===== src/rtl/fht_addr_gen_pkg.sv =====
// ----------------------------------------------------------------------------
// fht_addr_gen_pkg
//   Shared definitions for the FHT address sequencer: FSM state encoding and
//   the default geometry (log2 of transform size, read-to-write latency).
//   Optional feature macro used by the top level: FHT_STALL_EN.
// ----------------------------------------------------------------------------
package fht_addr_gen_pkg;

   // Default log2(N): N = 2**FHT_A_BIT_DEF points, FHT_A_BIT_DEF stages.
   localparam int FHT_A_BIT_DEF  = 8;
   // Read issue to write-back latency: 1 (sync RAM read) + 2 (butterfly).
   localparam int FHT_WR_DLY_DEF = 3;

   typedef enum logic [1:0] {
      ST_IDLE  = 2'd0,
      ST_RUN   = 2'd1,
      ST_DRAIN = 2'd2,
      ST_DONE  = 2'd3
   } fht_state_t;

endpackage


===== src/rtl/fht_dly_line.sv =====
// ----------------------------------------------------------------------------
// fht_dly_line
//   Fixed-depth shift register with asynchronous active-high reset. Used to
//   carry {rd_en, X0, X1} forward so the write strobe and write addresses
//   line up with the butterfly result.
// Ports:
//   clk   in   1      clock, rising edge
//   rst   in   1      asynchronous active-high reset, clears every stage
//   din   in   WIDTH  value entering the line
//   dout  out  WIDTH  value from DEPTH cycles earlier
// ----------------------------------------------------------------------------
module fht_dly_line #(
   parameter int WIDTH = 1,
   parameter int DEPTH = 1
) (
   input  logic             clk,
   input  logic             rst,
   input  logic [WIDTH-1:0] din,
   output logic [WIDTH-1:0] dout
);

   genvar gi;
   generate
      for (gi = 0; gi < DEPTH; gi++) begin : g_stg
         logic [WIDTH-1:0] stg_d;
         logic [WIDTH-1:0] stg_q;

         if (gi == 0) begin : g_first
            always_comb stg_d = din;
         end else begin : g_rest
            always_comb stg_d = g_stg[gi-1].stg_q;
         end

         always_ff @(posedge clk or posedge rst) begin
            if (rst) stg_q <= '0;
            else     stg_q <= stg_d;
         end
      end
   endgenerate

   assign dout = g_stg[DEPTH-1].stg_q;

endmodule


===== src/rtl/fht_addr_gen.sv =====
// ----------------------------------------------------------------------------
// fht_addr_gen
//   Address sequencer for a radix-2 FHT butterfly. Walks all A_BIT stages,
//   issuing one butterfly per RUN cycle (three operand read addresses plus
//   the sin/cos ROM address), then after WR_DLY cycles the two write-back
//   addresses. Data lives in two ping-pong banks: stage s reads oBANK and
//   writes ~oBANK; the bank flips between stages, so no in-place hazards.
//
//   Optional feature macro: FHT_STALL_EN
//     defined   : adds input iSTALL. iSTALL high in a RUN cycle removes the
//                 issue slot of the following cycle (outputs stay fully
//                 registered); the issue index holds and the write delay line
//                 keeps shifting, so the bubble reaches oWR_EN WR_DLY later.
//     undefined : no iSTALL port, one issue every RUN cycle.
//
// Ports:
//   iCLK        in   1         clock, rising edge
//   iRESET      in   1         asynchronous active-high reset
//   iSTART      in   1         start a transform (sampled only in IDLE)
//   iSTALL      in   1         issue stall (only with FHT_STALL_EN)
//   oRDY        out  1         high while idle
//   oRD_EN      out  1         read strobe for X0/X1/X2 and ROM
//   oADDR_X0    out  A_BIT     operand X0 address
//   oADDR_X1    out  A_BIT     operand X1 address
//   oADDR_X2    out  A_BIT     operand X2 (mirror) address
//   oADDR_W     out  A_BIT-1   sin/cos ROM address
//   oBANK       out  1         read bank; write bank is ~oBANK
//   oWR_EN      out  1         write strobe for Y0/Y1
//   oWR_ADDR_0  out  A_BIT     Y0 write address
//   oWR_ADDR_1  out  A_BIT     Y1 write address
//   oSTAGE      out  clog2     current stage
//   oDONE       out  1         one-cycle completion pulse
// ----------------------------------------------------------------------------
module fht_addr_gen
   import fht_addr_gen_pkg::*;
#(
   parameter  int A_BIT  = FHT_A_BIT_DEF,
   parameter  int WR_DLY = FHT_WR_DLY_DEF,
   localparam int ST_W   = $clog2(A_BIT)
) (
   input  logic             iCLK,
   input  logic             iRESET,
   input  logic             iSTART,
`ifdef FHT_STALL_EN
   input  logic             iSTALL,
`endif
   output logic             oRDY,
   output logic             oRD_EN,
   output logic [A_BIT-1:0] oADDR_X0,
   output logic [A_BIT-1:0] oADDR_X1,
   output logic [A_BIT-1:0] oADDR_X2,
   output logic [A_BIT-2:0] oADDR_W,
   output logic             oBANK,
   output logic             oWR_EN,
   output logic [A_BIT-1:0] oWR_ADDR_0,
   output logic [A_BIT-1:0] oWR_ADDR_1,
   output logic [ST_W-1:0]  oSTAGE,
   output logic             oDONE
);

   localparam int CNT_W = (WR_DLY > 1) ? $clog2(WR_DLY) : 1;
   localparam int DL_W  = 1 + 2 * A_BIT;

   localparam logic [A_BIT-1:0] ONE_A      = {{(A_BIT-1){1'b0}}, 1'b1};
   // Issue counter reaches N/2 once the last butterfly of a stage is out.
   localparam logic [A_BIT-1:0] N_HALF     = {1'b1, {(A_BIT-1){1'b0}}};
   localparam logic [ST_W-1:0]  LAST_STAGE = ST_W'(A_BIT - 1);
   localparam logic [ST_W-1:0]  ST_ONE     = ST_W'(1);
   localparam logic [CNT_W-1:0] LAST_CNT   = CNT_W'(WR_DLY - 1);
   localparam logic [CNT_W-1:0] CNT_ONE    = CNT_W'(1);

   logic stall_w;
`ifdef FHT_STALL_EN
   assign stall_w = iSTALL;
`else
   assign stall_w = 1'b0;
`endif

   fht_state_t       state_q, state_d;
   logic [ST_W-1:0]  stage_q, stage_d;
   logic [A_BIT-1:0] n_q, n_d;          // issues made so far in this stage
   logic [CNT_W-1:0] cnt_q, cnt_d;      // DRAIN cycle counter
   logic             bank_q, bank_d;
   logic             issue;             // an issue is registered at this edge

   logic             rd_en_q, rd_en_d;
   logic [A_BIT-1:0] x0_q, x0_d;
   logic [A_BIT-1:0] x1_q, x1_d;
   logic [A_BIT-1:0] x2_q, x2_d;
   logic [A_BIT-2:0] w_q, w_d;

   // ---------------------------------------------------------------- state
   always_ff @(posedge iCLK or posedge iRESET) begin
      if (iRESET) begin
         state_q <= ST_IDLE;
         stage_q <= '0;
         n_q     <= '0;
         cnt_q   <= '0;
         bank_q  <= 1'b0;
         rd_en_q <= 1'b0;
         x0_q    <= '0;
         x1_q    <= '0;
         x2_q    <= '0;
         w_q     <= '0;
      end else begin
         state_q <= state_d;
         stage_q <= stage_d;
         n_q     <= n_d;
         cnt_q   <= cnt_d;
         bank_q  <= bank_d;
         rd_en_q <= rd_en_d;
         x0_q    <= x0_d;
         x1_q    <= x1_d;
         x2_q    <= x2_d;
         w_q     <= w_d;
      end
   end

   // ----------------------------------------------------------- next state
   // The first issue of every stage is registered on the edge that enters
   // RUN, so the outputs show issue j during the j-th RUN cycle and the last
   // write of a stage lands in its final DRAIN cycle.
   always_comb begin
      state_d = state_q;
      stage_d = stage_q;
      n_d     = n_q;
      cnt_d   = cnt_q;
      bank_d  = bank_q;
      issue   = 1'b0;
      case (state_q)
         ST_IDLE: begin
            if (iSTART) begin
               state_d = ST_RUN;
               stage_d = '0;
               bank_d  = 1'b0;
               n_d     = ONE_A;
               issue   = 1'b1;
            end
         end
         ST_RUN: begin
            if (n_q == N_HALF) begin
               state_d = ST_DRAIN;
               cnt_d   = '0;
            end else if (!stall_w) begin
               n_d   = n_q + ONE_A;
               issue = 1'b1;
            end
         end
         ST_DRAIN: begin
            if (cnt_q == LAST_CNT) begin
               if (stage_q == LAST_STAGE) begin
                  state_d = ST_DONE;
               end else begin
                  state_d = ST_RUN;
                  stage_d = stage_q + ST_ONE;
                  bank_d  = ~bank_q;
                  n_d     = ONE_A;
                  issue   = 1'b1;
               end
            end else begin
               cnt_d = cnt_q + CNT_ONE;
            end
         end
         ST_DONE: begin
            state_d = ST_IDLE;
            stage_d = '0;
            bank_d  = 1'b0;
         end
         default: state_d = ST_IDLE;
      endcase
   end

   // --------------------------------------------------------------- output
   logic [A_BIT-2:0] j_iss;
   logic [A_BIT-1:0] j_a, h_a, m_a, k_a, base_a, x2k_a;
   logic [A_BIT-2:0] w_a;
   logic [ST_W-1:0]  w_sh;

   always_comb begin
      // Index of the butterfly being registered at this edge: 0 when a
      // stage is being entered, otherwise the running issue count.
      j_iss  = (state_q == ST_RUN) ? n_q[A_BIT-2:0] : '0;
      j_a    = {1'b0, j_iss};
      h_a    = ONE_A << stage_d;           // H = 2**s
      m_a    = h_a - ONE_A;                // mask for j mod H
      k_a    = j_a & m_a;
      base_a = (j_a & ~m_a) << 1;          // (j >> s) * 2H
      x2k_a  = (h_a - k_a) & m_a;          // (H - k) mod H, so k=0 gives X1
      w_sh   = LAST_STAGE - stage_d;
      w_a    = k_a[A_BIT-2:0] << w_sh;

      rd_en_d = issue;
      x0_d    = issue ? (base_a | k_a)         : '0;
      x1_d    = issue ? (base_a | h_a | k_a)   : '0;
      x2_d    = issue ? (base_a | h_a | x2k_a) : '0;
      w_d     = issue ? w_a                    : '0;

      oRDY  = (state_q == ST_IDLE);
      oDONE = (state_q == ST_DONE);
   end

   assign oRD_EN   = rd_en_q;
   assign oADDR_X0 = x0_q;
   assign oADDR_X1 = x1_q;
   assign oADDR_X2 = x2_q;
   assign oADDR_W  = w_q;
   assign oBANK    = bank_q;
   assign oSTAGE   = stage_q;

   // ------------------------------------------------------ write alignment
   logic [DL_W-1:0] dl_out;

   fht_dly_line #(
      .WIDTH (DL_W),
      .DEPTH (WR_DLY)
   ) u_dly (
      .clk  (iCLK),
      .rst  (iRESET),
      .din  ({rd_en_q, x0_q, x1_q}),
      .dout (dl_out)
   );

   assign oWR_EN     = dl_out[DL_W-1];
   assign oWR_ADDR_0 = dl_out[2*A_BIT-1:A_BIT];
   assign oWR_ADDR_1 = dl_out[A_BIT-1:0];

endmodule


===== config.mk =====
export PLATFORM = sky130hd
export DESIGN_NAME = fht_addr_gen
export DESIGN_NICKNAME = d
export VERILOG_FILES = /design/src/rtl/fht_addr_gen_pkg.sv /design/src/rtl/fht_dly_line.sv /design/src/rtl/fht_addr_gen.sv
export SDC_FILE = /design/constraint.sdc
export NUM_CORES = 1
export LEC_CHECK = 0
export ABC_AREA = 1
export BUFFER_PORTS_ARGS = -buffer_cell sky130_fd_sc_hd__buf_2
export CORE_MARGIN = 2
export CORE_UTILIZATION = 59
export CTS_BUF_LIST = sky130_fd_sc_hd__clkbuf_2
export DETAILED_ROUTE_END_ITERATION = 8
export PLACE_DENSITY = 0.82
export SLEW_MARGIN = 20
export SYNTH_ARGS = -nofsm -noshare
export SYNTH_HDL_FRONTEND = slang
export SYNTH_SLANG_ARGS = --single-unit

===== constraint.sdc =====
create_clock -name iCLK -period 4.14 [get_ports iCLK]
set_input_delay 0.621 -clock iCLK [delete_from_list [all_inputs] [get_ports iCLK]]
set_output_delay 0.621 -clock iCLK [all_outputs]
set_load 0.005 [all_outputs]

==> metrics, run 1 <==
antenna violations before repair 0; total negative setup slack 0 ns; net count reported at finish between 400 and 500; clock buffer count from CTS 9; class of the most critical hold timing path in -> async; share of post-route cells with drive strength above 1 26.3%; dominant cell type by count on the critical path inv_1; post-synthesis net count a little under 400; unrepaired setup endpoints after global routing no; critical path launch point type flip-flop; starting density of the core approximately 60%; number of flops mapped to enable cells by yosys 0; most used cells in the layout excluding fill and tap cells 98 x dfrtp_1, 57 x buf_2, 49 x nand2_1; critical-path cell list inv_1 > ha_1 > nand3_2 > o21ai_0 > nand2_1 > nor2_1 > inv_1 > fa_1 > nor2_1 > nand3_1 > nand2_1 > inv_1 > or2_1 > nand3_1 > a21oi_1; M1 GR Usage between 20% and 30%; Synthesis Warnings 0; busiest metal layer after global routing met2; worst-case register-to-register setup slack approximately 0.94 ns; die boundary width between 80 and 90 µm; outcome finished, final reports clean; XOR/XNOR Fraction of Synth Area less than 1%; wire length of the first global-routing pass roughly 12000 µm; final-report setup violation count 0; start-to-end type of the worst setup path reg -> reg; most common library cell in the layout ignoring fill and taps dfrtp_1; commonest register cell after synthesis dfrtp_1; maximum ir drop on the vdd rail approximately 160 µV; global routing met3 resource utilization 6.48%; Clock Root Buffer clkbuf_2; Synth cell types 47; placeable core region roughly 6700 µm²; largest net degree at the start of global routing 35; combinational family with the most area after synthesis simple AND/OR/NAND/NOR gates; LEAKAGE approximately 2.1 nW; number of flip-flops and latches in the synthesized netlist between 90 and 100; arithmetic-cell share of the synthesized area counting full adders, half adders and majority gates approximately 4.2%; HPWL reported at the end of detailed placement 5260 µm; share of the cycle needed by the critical path after routing between 70% and 80%; Diodes inserted 0; signed area change from the synthesized netlist to the final layout 12.0%; insertion delay to the later sink of the worst-skew pair 0.55 ns; netlist area before placement a little over 4000 µm²; cells on worst reg2reg path 15; measured slew at the worst slew-check pin 0.798 ns; number of H-tree levels 3; Via-to-Cell Ratio approximately 5.2; arrival time worst endpoint 3.64 ns; biggest area contributors in the synthesized netlist dfrtp_1 61%, nand2_1 4.6%, a21oi_1 4.5%; instance count of the mapped netlist between 300 and 400; starting DRC count in detailed routing between 150 and 200; slowest library cell on the worst path dfrtp_1; all-layer global routing usage about a fifth; Fmax achieved 0.313 GHz; met2 GRT Util between 30% and 40%; wire length after detailed routing 7130 µm; endpoint of the lowest-slack register-to-register path oADDR_X2[4]; top fanout value on the critical path 14; number of pins with negative max-slew slack in the final report 0; Detail Route Antenna Nets 0; cell accounting for the most synthesized area dfrtp_1; count of input and output buffers 57; capturing element type of the critical path flip-flop; number of top-level pins 58; Post-Synthesis Mean Instance Area 10.9 µm²; TritonCTS Sinks 98; Post-CTS Resized 0; fraction of synthesized cell area taken by the top area cell type roughly three fifths; mux contribution to synthesized area 0%; total via count in the routed design between 2000 and 3000; sequential area share after synthesis ~61%; ratio of total power to cell area between 300 and 400 nW/µm²; compound-gate portion of the synthesized area around a tenth; DRC violations left 0; Setup Buffers After CTS 0; post-synthesis simple-gate area fraction roughly 19%; maximum buffer depth of the clock tree 2; vias in the first global route around 2600; final hold viol count 0; clock tree from TritonCTS done; setup ws final ~0.94 ns; first-pass iteration count of the detailed router 4; CP Data Required Time about 4.6 ns; clock slew at reported path FFs 0.28 ns; Worst Setup Slack post-DPL slightly below 1 ns; source of the worst register-to-register timing path state_q[0]; weighted congestion reported at the end of routability-driven placement 0.922; quantity of hold-fixing buffers added after cts 0; relative slew slack 46.8%; vertical die dimension between 80 and 90 µm; average routed wire per standard cell between 10 and 15 µm; Placement Rows 30; GRT Residual Overflow 0; DIE AREA 7520 µm²; delay contributed by the slowest stage of the critical path about 0.47 ns; max-cap viol count 0; final critical delay including setup and external delays ~3.2 ns; Async SR Flop Fraction 100%; worst clock skew between 0.015 and 0.02 ns
## metal layers
metal  share of wire (%)  vias up  wire, µm
met5                   0        -         0
met4                 1.7        0       123
met3                 5.0       13       358
met2                  50       72      3560
met1                  43     1290      3090
li1                    -     1334         -
## power breakdown
part	leakage (nW)	switching (mW)	internal, mW
sequential	1.03	0	0.960
clock	0.0804	0.336	0.160
combinational	1.04	0.0182	0.00213
## stage by stage
step	utilization [%]	total power [mW]	instances	hold slack [ns]	instance area, µm²
6_report	67.3	1.48	517	0.0561	4520
5_1_grt	67.3	1.54	517	0.0164	4520
4_1_cts	67.3	1.49	517	0.0255	4520
3_5_place_dp	65.3	0.997	501	0.335	4380
3_3_place_gp	65.3	0.996	501	0.331	4380
2_1_floorplan	-	0.990	371	0.331	4040
## flip-flops by register name, summed over array words and instances, names as in the netlist, 3 cells and up
| name | count |
|---|---|
| oADDR_X1 | 8 |
| n_q | 8 |
| u_dly.dout | 17 |
| oADDR_X0 | 8 |
| oSTAGE | 3 |
| oADDR_W | 7 |
| oADDR_X2 | 7 |
| u_dly.g_stg.stg_q | 34 |
## final cells by class
type | count | area (µm²)
fillers | 532 | 2200
repair buffers | 60 | 308
flip-flops and latches | 98 | 2450
well taps | 80 | 100
multi-input cells | 220 | 1350
clock buffers | 9 | 45.0
inverters | 43 | 173
clock inverters | 7 | 91.3
## critical path, delay by kind of cell (launching register included)
| kind | cells | cell delay, ns |
|---|---|---|
| and+or+nand+nor | 8 | 1.29 |
| AOI/OAI and AO/OA | 2 | 0.23 |
| adders and majority gates | 2 | 0.85 |
| DFF | 1 | 0.47 |
| buffers and inverters | 3 | 0.25 |
## worst max-delay path by stage
stage,slack [ns],start,cells past startpoint,end
final,0.94,state_q[0],15,oADDR_X2[4]
after global routing,0.52,state_q[0],15,oADDR_X2[4]
after CTS,0.94,state_q[0],15,oADDR_X2[4]
after detailed placement,0.97,state_q[0],15,oADDR_X2[4]
after global placement,1.08,state_q[0],15,oADDR_X2[4]
after floorplan,0.96,iRESET,1,cnt_q[0]
## cell usage after synthesis, types with 3 or more instances
master	count
buf_2	3
nor2_1	24
nand3_2	5
nand2_1	49
inv_1	37
buf_1	3
nand2_4	6
a21oi_1	36
nand3_1	16
nand4_1	6
dfrtp_1	98
xor2_1	3
nor3_1	5
inv_2	4
nand2_2	5
nor2_4	4
o21ai_1	4
o21ai_0	18
ha_1	12
## cells by family (layout without fill, tap and decap cells)
| kind of cell | count (synthesis) | in the layout |
|---|---|---|
| and+or+nand+nor | 133 | 133 |
| adders and majority gates | 13 | 13 |
| buffers and inverters | 53 | 119 |
| DFF | 98 | 98 |
| xor gates and xnor gates | 3 | 3 |
| AOI/OAI and AO/OA | 71 | 71 |
Power figures use the tool's default switching activity.
==> inputs of run 2 (changes only) <==
==> constraint.sdc (replaced) <==
create_clock -name iCLK -period 3.08 [get_ports iCLK]
set_input_delay 0.462 -clock iCLK [delete_from_list [all_inputs] [get_ports iCLK]]
set_output_delay 0.462 -clock iCLK [all_outputs]
set_load 0.005 [all_outputs]
==> run 2 against run 1 <==
  * Sequential power up 34%
  * Worst hold slack improved by 0.29 ns
  * Clock-buffer cell count stayed put
  * Sequential share of layout area down 0.33 points
  * Wire length grew 4.4%
  * Cell count up 0.97%
  * Register-to-register slack worse by 0.64 ns
  * Largest cell class unchanged
  * Highest routed layer unchanged
==> metrics, run 2 (synthesis gave the netlist of run 1 again) <==
average routed wire per standard cell 14.3 µm (+3.4%); most used cells in the layout excluding fill and tap cells 98 x dfrtp_1, 57 x buf_2, 49 x nand2_1; die boundary width 86.7 µm (unchanged); Placement Rows 30 (unchanged); number of H-tree levels 3 (unchanged); arrival time worst endpoint 3.23 ns (-0.41 ns); total negative setup slack 0 ns (unchanged); ratio of total power to cell area 410 nW/µm² (+26%); fillers 512 (-3.8%); Diodes inserted 0 (unchanged); clock buffer count from CTS 9 (unchanged); count of input and output buffers 57 (unchanged); TritonCTS Sinks 98 (unchanged); start-to-end type of the worst setup path reg -> reg; flip-flop count of the largest register after layout 34 (unchanged); critical path launch point type flip-flop; startpoint of the most critical hold path u_dly.g_stg[1].stg_q[0]; delay contributed by the slowest stage of the critical path 0.47 ns (about the same); final-report setup violation count 0 (unchanged); slowest library cell on the worst path dfrtp_1; worst hold path depth 0; most common library cell in the layout ignoring fill and taps dfrtp_1; outcome finished, final reports clean; class of the most critical hold timing path reg -> reg; share of post-route cells with drive strength above 1 27.4% (+1.1 points); relative slew slack 54.6% (+7.8 points); clock tree from TritonCTS done; capturing element type of the critical path flip-flop; wire length after detailed routing 7450 µm (+4.4%); Fmax achieved 0.360 GHz (+15%); wire length of the first global-routing pass 12200 µm (+0.74%); measured slew at the worst slew-check pin 0.681 ns (-0.117 ns); cells on worst reg2reg path 15 (unchanged); register with the most flip-flops u_dly.g_stg.stg_q; max-cap viol count 0 (unchanged); worst-case register-to-register setup slack 0.30 ns (-0.64 ns); final hold slack 0.350 ns (+0.294 ns); maximum ir drop on the vdd rail 199 µV (+24%); endpoint of the lowest-slack register-to-register path oADDR_X2[4]; signed area change from the synthesized netlist to the final layout 12.7%; number of pins with negative max-slew slack in the final report 0 (unchanged); starting density of the core 60.1% (unchanged); insertion delay to the later sink of the worst-skew pair 0.54 ns (about the same); final critical delay including setup and external delays 2.78 ns (-0.418 ns); setup ws final 0.300 ns (-0.642 ns); GRT Residual Overflow 0 (unchanged); worst clock skew 0.0283 ns (+0.00881 ns); all-layer global routing usage 21.2% (+0.18 points); number of top-level pins 58 (unchanged); top fanout value on the critical path 9 (-5); largest net degree at the start of global routing 60 (+71%); final hold viol count 0 (unchanged); Detail Route Antenna Nets 0 (unchanged); clock slew at reported path FFs 0.27 ns (about the same); antenna violations before repair 0 (unchanged); Via-to-Cell Ratio 5.31 (+1.4%); dominant cell type by count on the critical path inv_1; maximum buffer depth of the clock tree 2 (unchanged); LEAKAGE 2.15 nW (+0.61%); Worst Setup Slack post-DPL 0.212 ns (-0.759 ns); CP Data Required Time 3.53 ns (-1.05 ns); net count reported at finish 453 (+1.1%); source of the worst register-to-register timing path state_q[0]; share of the cycle needed by the critical path after routing 90.3% (+13 points); placeable core region 6720 µm² (unchanged); unrepaired setup endpoints after global routing no; vias in the first global route 2692 (+2.9%); HPWL reported at the end of detailed placement 5460 µm (+3.8%); Setup Buffers After CTS 0 (unchanged); first-pass iteration count of the detailed router 4 (unchanged); critical-path cell list inv_1 > ha_2 > nand3_2 > o21ai_0 > nand2_1 > nor2_1 > inv_1 > fa_1 > nor2_1 > nand3_1 > nand2_1 > inv_1 > or2_1 > nand3_1 > a21oi_1; DRC violations left 0 (unchanged); DIE AREA 7520 µm² (unchanged); Clock Root Buffer clkbuf_2; total via count in the routed design 2773 (+2.4%); vertical die dimension 86.7 µm (unchanged); weighted congestion reported at the end of routability-driven placement 0.921 (about the same); starting DRC count in detailed routing 183 (+8.9%); Worst Hold Path EP u_dly.dout[0]
run 2: changes by cell type in the layout (fill, tap and decap cells not counted), sizes merged:
cell / change
bufinv: -1
clkinv: +3
dlygate4sd3: +1
buf: +4
inv: -2
run 2: worst max-delay path by stage:
stage,slack (ns),start,cells past startpoint,end
5_1_grt,0.08,state_q[1],16,oADDR_X2[4]
6_report,0.30,state_q[0],15,oADDR_X2[4]
3_3_place_gp,0.30,state_q[0],15,oADDR_X2[4]
4_1_cts,0.16,state_q[0],15,oADDR_X2[4]
3_5_place_dp,0.21,state_q[0],15,oADDR_X2[4]
2_1_floorplan,0.06,iRESET,1,cnt_q[0]
run 2: per-stage QoR:
step	cells	util, %	total power [mW]	cell area, µm²
6_report	522	67.7	1.87	4550
5_1_grt	522	67.7	1.95	4550
4_1_cts	522	67.6	1.90	4540
3_5_place_dp	505	65.9	1.34	4430
3_3_place_gp	505	65.9	1.34	4430
2_1_floorplan	371	-	1.33	4040
run 2: worst max-delay path: cells and delay by family, from the launching register on:
kind / cells / cell delay (ns)
flip-flops: 1 / 0.47
buffers and inverters: 3 / 0.26
AND/OR/NAND/NOR: 8 / 0.98
AO/OA/AOI/OAI: 2 / 0.22
adder cells (fa/ha/maj): 2 / 0.78
run 2: final cells by class:
cell class	instances	area [µm²]	area share, %
clock inverter	7	61.3	1.35
clock buffer	9	45.0	0.990
tap	80	100	2.20
multi-input combinational	220	1360	29.8
inverter	43	173	3.80
sequential	98	2450	53.9
timing repair buffer	65	360	7.92
run 2: report_power, final:
| group | internal, mW | switching, mW |
|---|---|---|
| logic | 0.00466 | 0.0245 |
| registers | 1.29 | 0 |
| clock network | 0.123 | 0.423 |
| total | 1.42 | 0.448 |
run 2: repair_timing:
item                       in CTS  in global routing
hold buffers                    1                  0
hold endpoints to repair       39                  0
setup endpoints to repair       0                  2
resized for setup               0                  2
run 2: per-layer routing:
metal	share of wire [%]	up-vias	global-route usage, %
li1	-	1344	-
met1	41	1336	25.5
met2	52	81	35.8
met3	5.4	12	5.62
met4	1.9	0	9.66
met5	0	-	0
==> inputs of run 3 (changes only) <==
--- a/config.mk
+++ b/config.mk
@@ -8,10 +8,10 @@
 export ABC_AREA = 1
 export BUFFER_PORTS_ARGS = -buffer_cell sky130_fd_sc_hd__buf_2
 export CORE_MARGIN = 2
-export CORE_UTILIZATION = 59
+export CORE_UTILIZATION = 54
 export CTS_BUF_LIST = sky130_fd_sc_hd__clkbuf_2
 export DETAILED_ROUTE_END_ITERATION = 8
-export PLACE_DENSITY = 0.82
+export PLACE_DENSITY = 0.76
 export SLEW_MARGIN = 20
 export SYNTH_ARGS = -nofsm -noshare
 export SYNTH_HDL_FRONTEND = slang
==> run 3 against run 2 <==
  * Global-route usage decreased by 1.7 points
  * Critical path type unchanged
  * Non-clock buffer count unchanged
  * Largest power group unchanged
  * Maximum frequency fell by 3.5%
  * First-iteration DRC count grew 11%
  * Via count down 1.3%
  * Flip-flop and latch count is the same
  * Utilization fell by 4.3 points
  * Die area increased by 8.8%
  * Clock power increased by 3%
  * Highest routed layer unchanged
  * Wire length decreased by 1.4%
  * Clock skew increased by 0.010 ns
==> metrics, run 3 (synthesis gave the netlist of run 1 again) <==
final hold viol count 0 (unchanged); worst clock skew 0.0386 ns (+0.0103 ns); maximum ir drop on the vdd rail 147 µV (-26%); worst setup path start state_q[0]; final-report setup violation count 0 (unchanged); net count reported at finish 453 (unchanged); Placement Rows 31 (+3.3%); starting DRC count in detailed routing 204 (+11%); M1 GR Usage 26.4% (+0.95 points); count of input and output buffers 57 (unchanged); critical-path cell list inv_1 > ha_1 > nand2_2 > nand3_1 > nand2_4 > nand3_4 > nor2_1 > inv_1 > fa_1 > nor2_1 > nand3_1 > nand2_1 > inv_1 > or2_1 > nand3_1 > a21oi_1; maximum buffer depth of the clock tree 2 (unchanged); TritonCTS Sinks 98 (unchanged); LEAKAGE 2.16 nW (about the same); ratio of total power to cell area 408 nW/µm² (-0.40%); worst-case register-to-register setup slack 0.20 ns (-0.10 ns); antenna violations before repair 0 (unchanged); cell count along the critical path 16 (+1); starting density of the core 55.6% (-4.4 points); vias in the first global route 2694 (+0.074%); Crit path buffers/inverters 3 (unchanged); delay contributed by the slowest stage of the critical path 0.46 ns (about the same); signed area change from the synthesized netlist to the final layout 14.0%; capturing element type of the critical path flip-flop; share of the cycle needed by the critical path after routing 93.5% (+3.2 points); first-pass iteration count of the detailed router 4 (unchanged); wire length of the first global-routing pass 12700 µm (+3.5%); wire length after detailed routing 7340 µm (-1.4%); last element of the critical path oADDR_X2[4]; max-cap viol count 0 (unchanged); all-layer global routing usage 19.6% (-1.7 points); average routed wire per standard cell 13.6 µm (-4.8%); cell total after placement 522 (+3.4%); most used cells in the layout excluding fill and tap cells 97 x dfrtp_1, 57 x buf_2, 49 x nand2_1; met2 GRT Util 31.7% (-4.1 points); source of the worst register-to-register timing path state_q[0]; CP Data Required Time 3.52 ns (about the same); clock slew at reported path FFs 0.28 ns (about the same); number of pins with negative max-slew slack in the final report 0 (unchanged); insertion delay to the later sink of the worst-skew pair 0.54 ns (about the same); most common library cell in the layout ignoring fill and taps dfrtp_1; Finished Cell Area 4600 µm² (+1.1%); Fmax achieved 0.347 GHz (-3.5%); Via-to-Cell Ratio 5.06 (-4.8%); Clock Root Buffer clkbuf_2; delay-heaviest family, CP simple AND/OR/NAND/NOR gates; HPWL reported at the end of detailed placement 5400 µm (-1.1%); register with the most flip-flops u_dly.g_stg.stg_q; weighted congestion reported at the end of routability-driven placement 0.876 (-4.9%); Diodes inserted 0 (unchanged); number of H-tree levels 3 (unchanged); flip-flop count of the largest register after layout 34 (unchanged); die boundary width 90.4 µm (+4.3%); DRC violations left 0 (unchanged); clock buffer count from CTS 9 (unchanged); total via count in the routed design 2737 (-1.3%); GRT Residual Overflow 0 (unchanged); cells on worst reg2reg path 16 (+1); placeable core region 7250 µm² (+8.0%); start-to-end type of the worst setup path reg -> reg; top fanout value on the critical path 8 (-1); endpoint of the lowest-slack register-to-register path oADDR_X2[4]; measured slew at the worst slew-check pin 0.694 ns (+0.0131 ns); arrival time worst endpoint 3.32 ns (+0.09 ns); non-filler cells in the finished layout 541 (+3.6%); outcome finished, final reports clean; largest net degree at the start of global routing 59 (-1.7%); share of post-route cells with drive strength above 1 27.6% (+0.23 points); global routing met3 resource utilization 5.18% (-0.44 points); vertical die dimension 90.4 µm (+4.3%); class of the most critical hold timing path reg -> reg; final critical delay including setup and external delays 2.88 ns (+0.0997 ns); Detail Route Antenna Nets 0 (unchanged); Post-DP Area 4440 µm² (+0.23%); DIE AREA 8180 µm² (+8.8%); clock tree from TritonCTS done; critical path launch point type flip-flop; busiest metal layer after global routing met2; number of top-level pins 58 (unchanged); slowest library cell on the worst path dfrtp_2; relative slew slack 53.7% (-0.82 points)
==> run 3: area by class of cell <==
class / count / area [µm²]
Clock buffer: 9 / 45.0
Fill cell: 589 / 2650
Clock inverter: 7 / 66.3
Timing Repair Buffer: 65 / 360
Multi-Input combinational cell: 220 / 1380
Sequential cell: 98 / 2450
Tap cell: 99 / 124
Inverter: 43 / 174
==> run 3: how the worst min path moves through the flow <==
stage                              from                 endpoint  cells past startpoint
4_1_cts         u_dly.g_stg[0].stg_q[1]  u_dly.g_stg[1].stg_q[1]                      0
6_report        u_dly.g_stg[0].stg_q[1]  u_dly.g_stg[1].stg_q[1]                      0
5_1_grt         u_dly.g_stg[0].stg_q[1]  u_dly.g_stg[1].stg_q[1]                      0
3_5_place_dp   u_dly.g_stg[1].stg_q[15]           u_dly.dout[15]                      0
3_3_place_gp    u_dly.g_stg[1].stg_q[2]            u_dly.dout[2]                      0
2_1_floorplan   u_dly.g_stg[1].stg_q[0]            u_dly.dout[0]                      0
==> run 3: power by group <==
part	leakage (nW)	switching (mW)	internal (mW)	total (mW)
Clock	0.0667	0.437	0.123	0.560
Sequential	1.02	0	1.29	1.29
Combinational	1.06	0.0245	0.00474	0.0293
Total	2.16	0.461	1.42	1.88
==> run 3: metal layers <==
layer / routed length [µm] / part of all wire (%)
met1: 3210 / 44
met2: 3680 / 50
met3: 350 / 4.8
met4: 102 / 1.4
met5: 0 / 0
==> run 3: timing repair <==
item	in CTS	in global routing
setup endpoints to repair	0	2
buffers inserted	0	2
hold endpoints to repair	40	0
hold buffers	1	0
resized for setup	0	5
==> run 3: stage by stage <==
step	setup TNS, ns	hold WS, ns	power, mW	utilization [%]	setup slack [ns]
2_1_floorplan	0	0.331	1.33	-	0.0559
3_3_place_gp	0	0.331	1.34	61.2	0.257
3_5_place_dp	0	0.335	1.34	61.2	0.164
4_1_cts	0	0.361	1.90	62.8	0.0948
5_1_grt	-0.00236	0.364	1.98	63.4	-0.00236
6_report	0	0.366	1.88	63.4	0.200
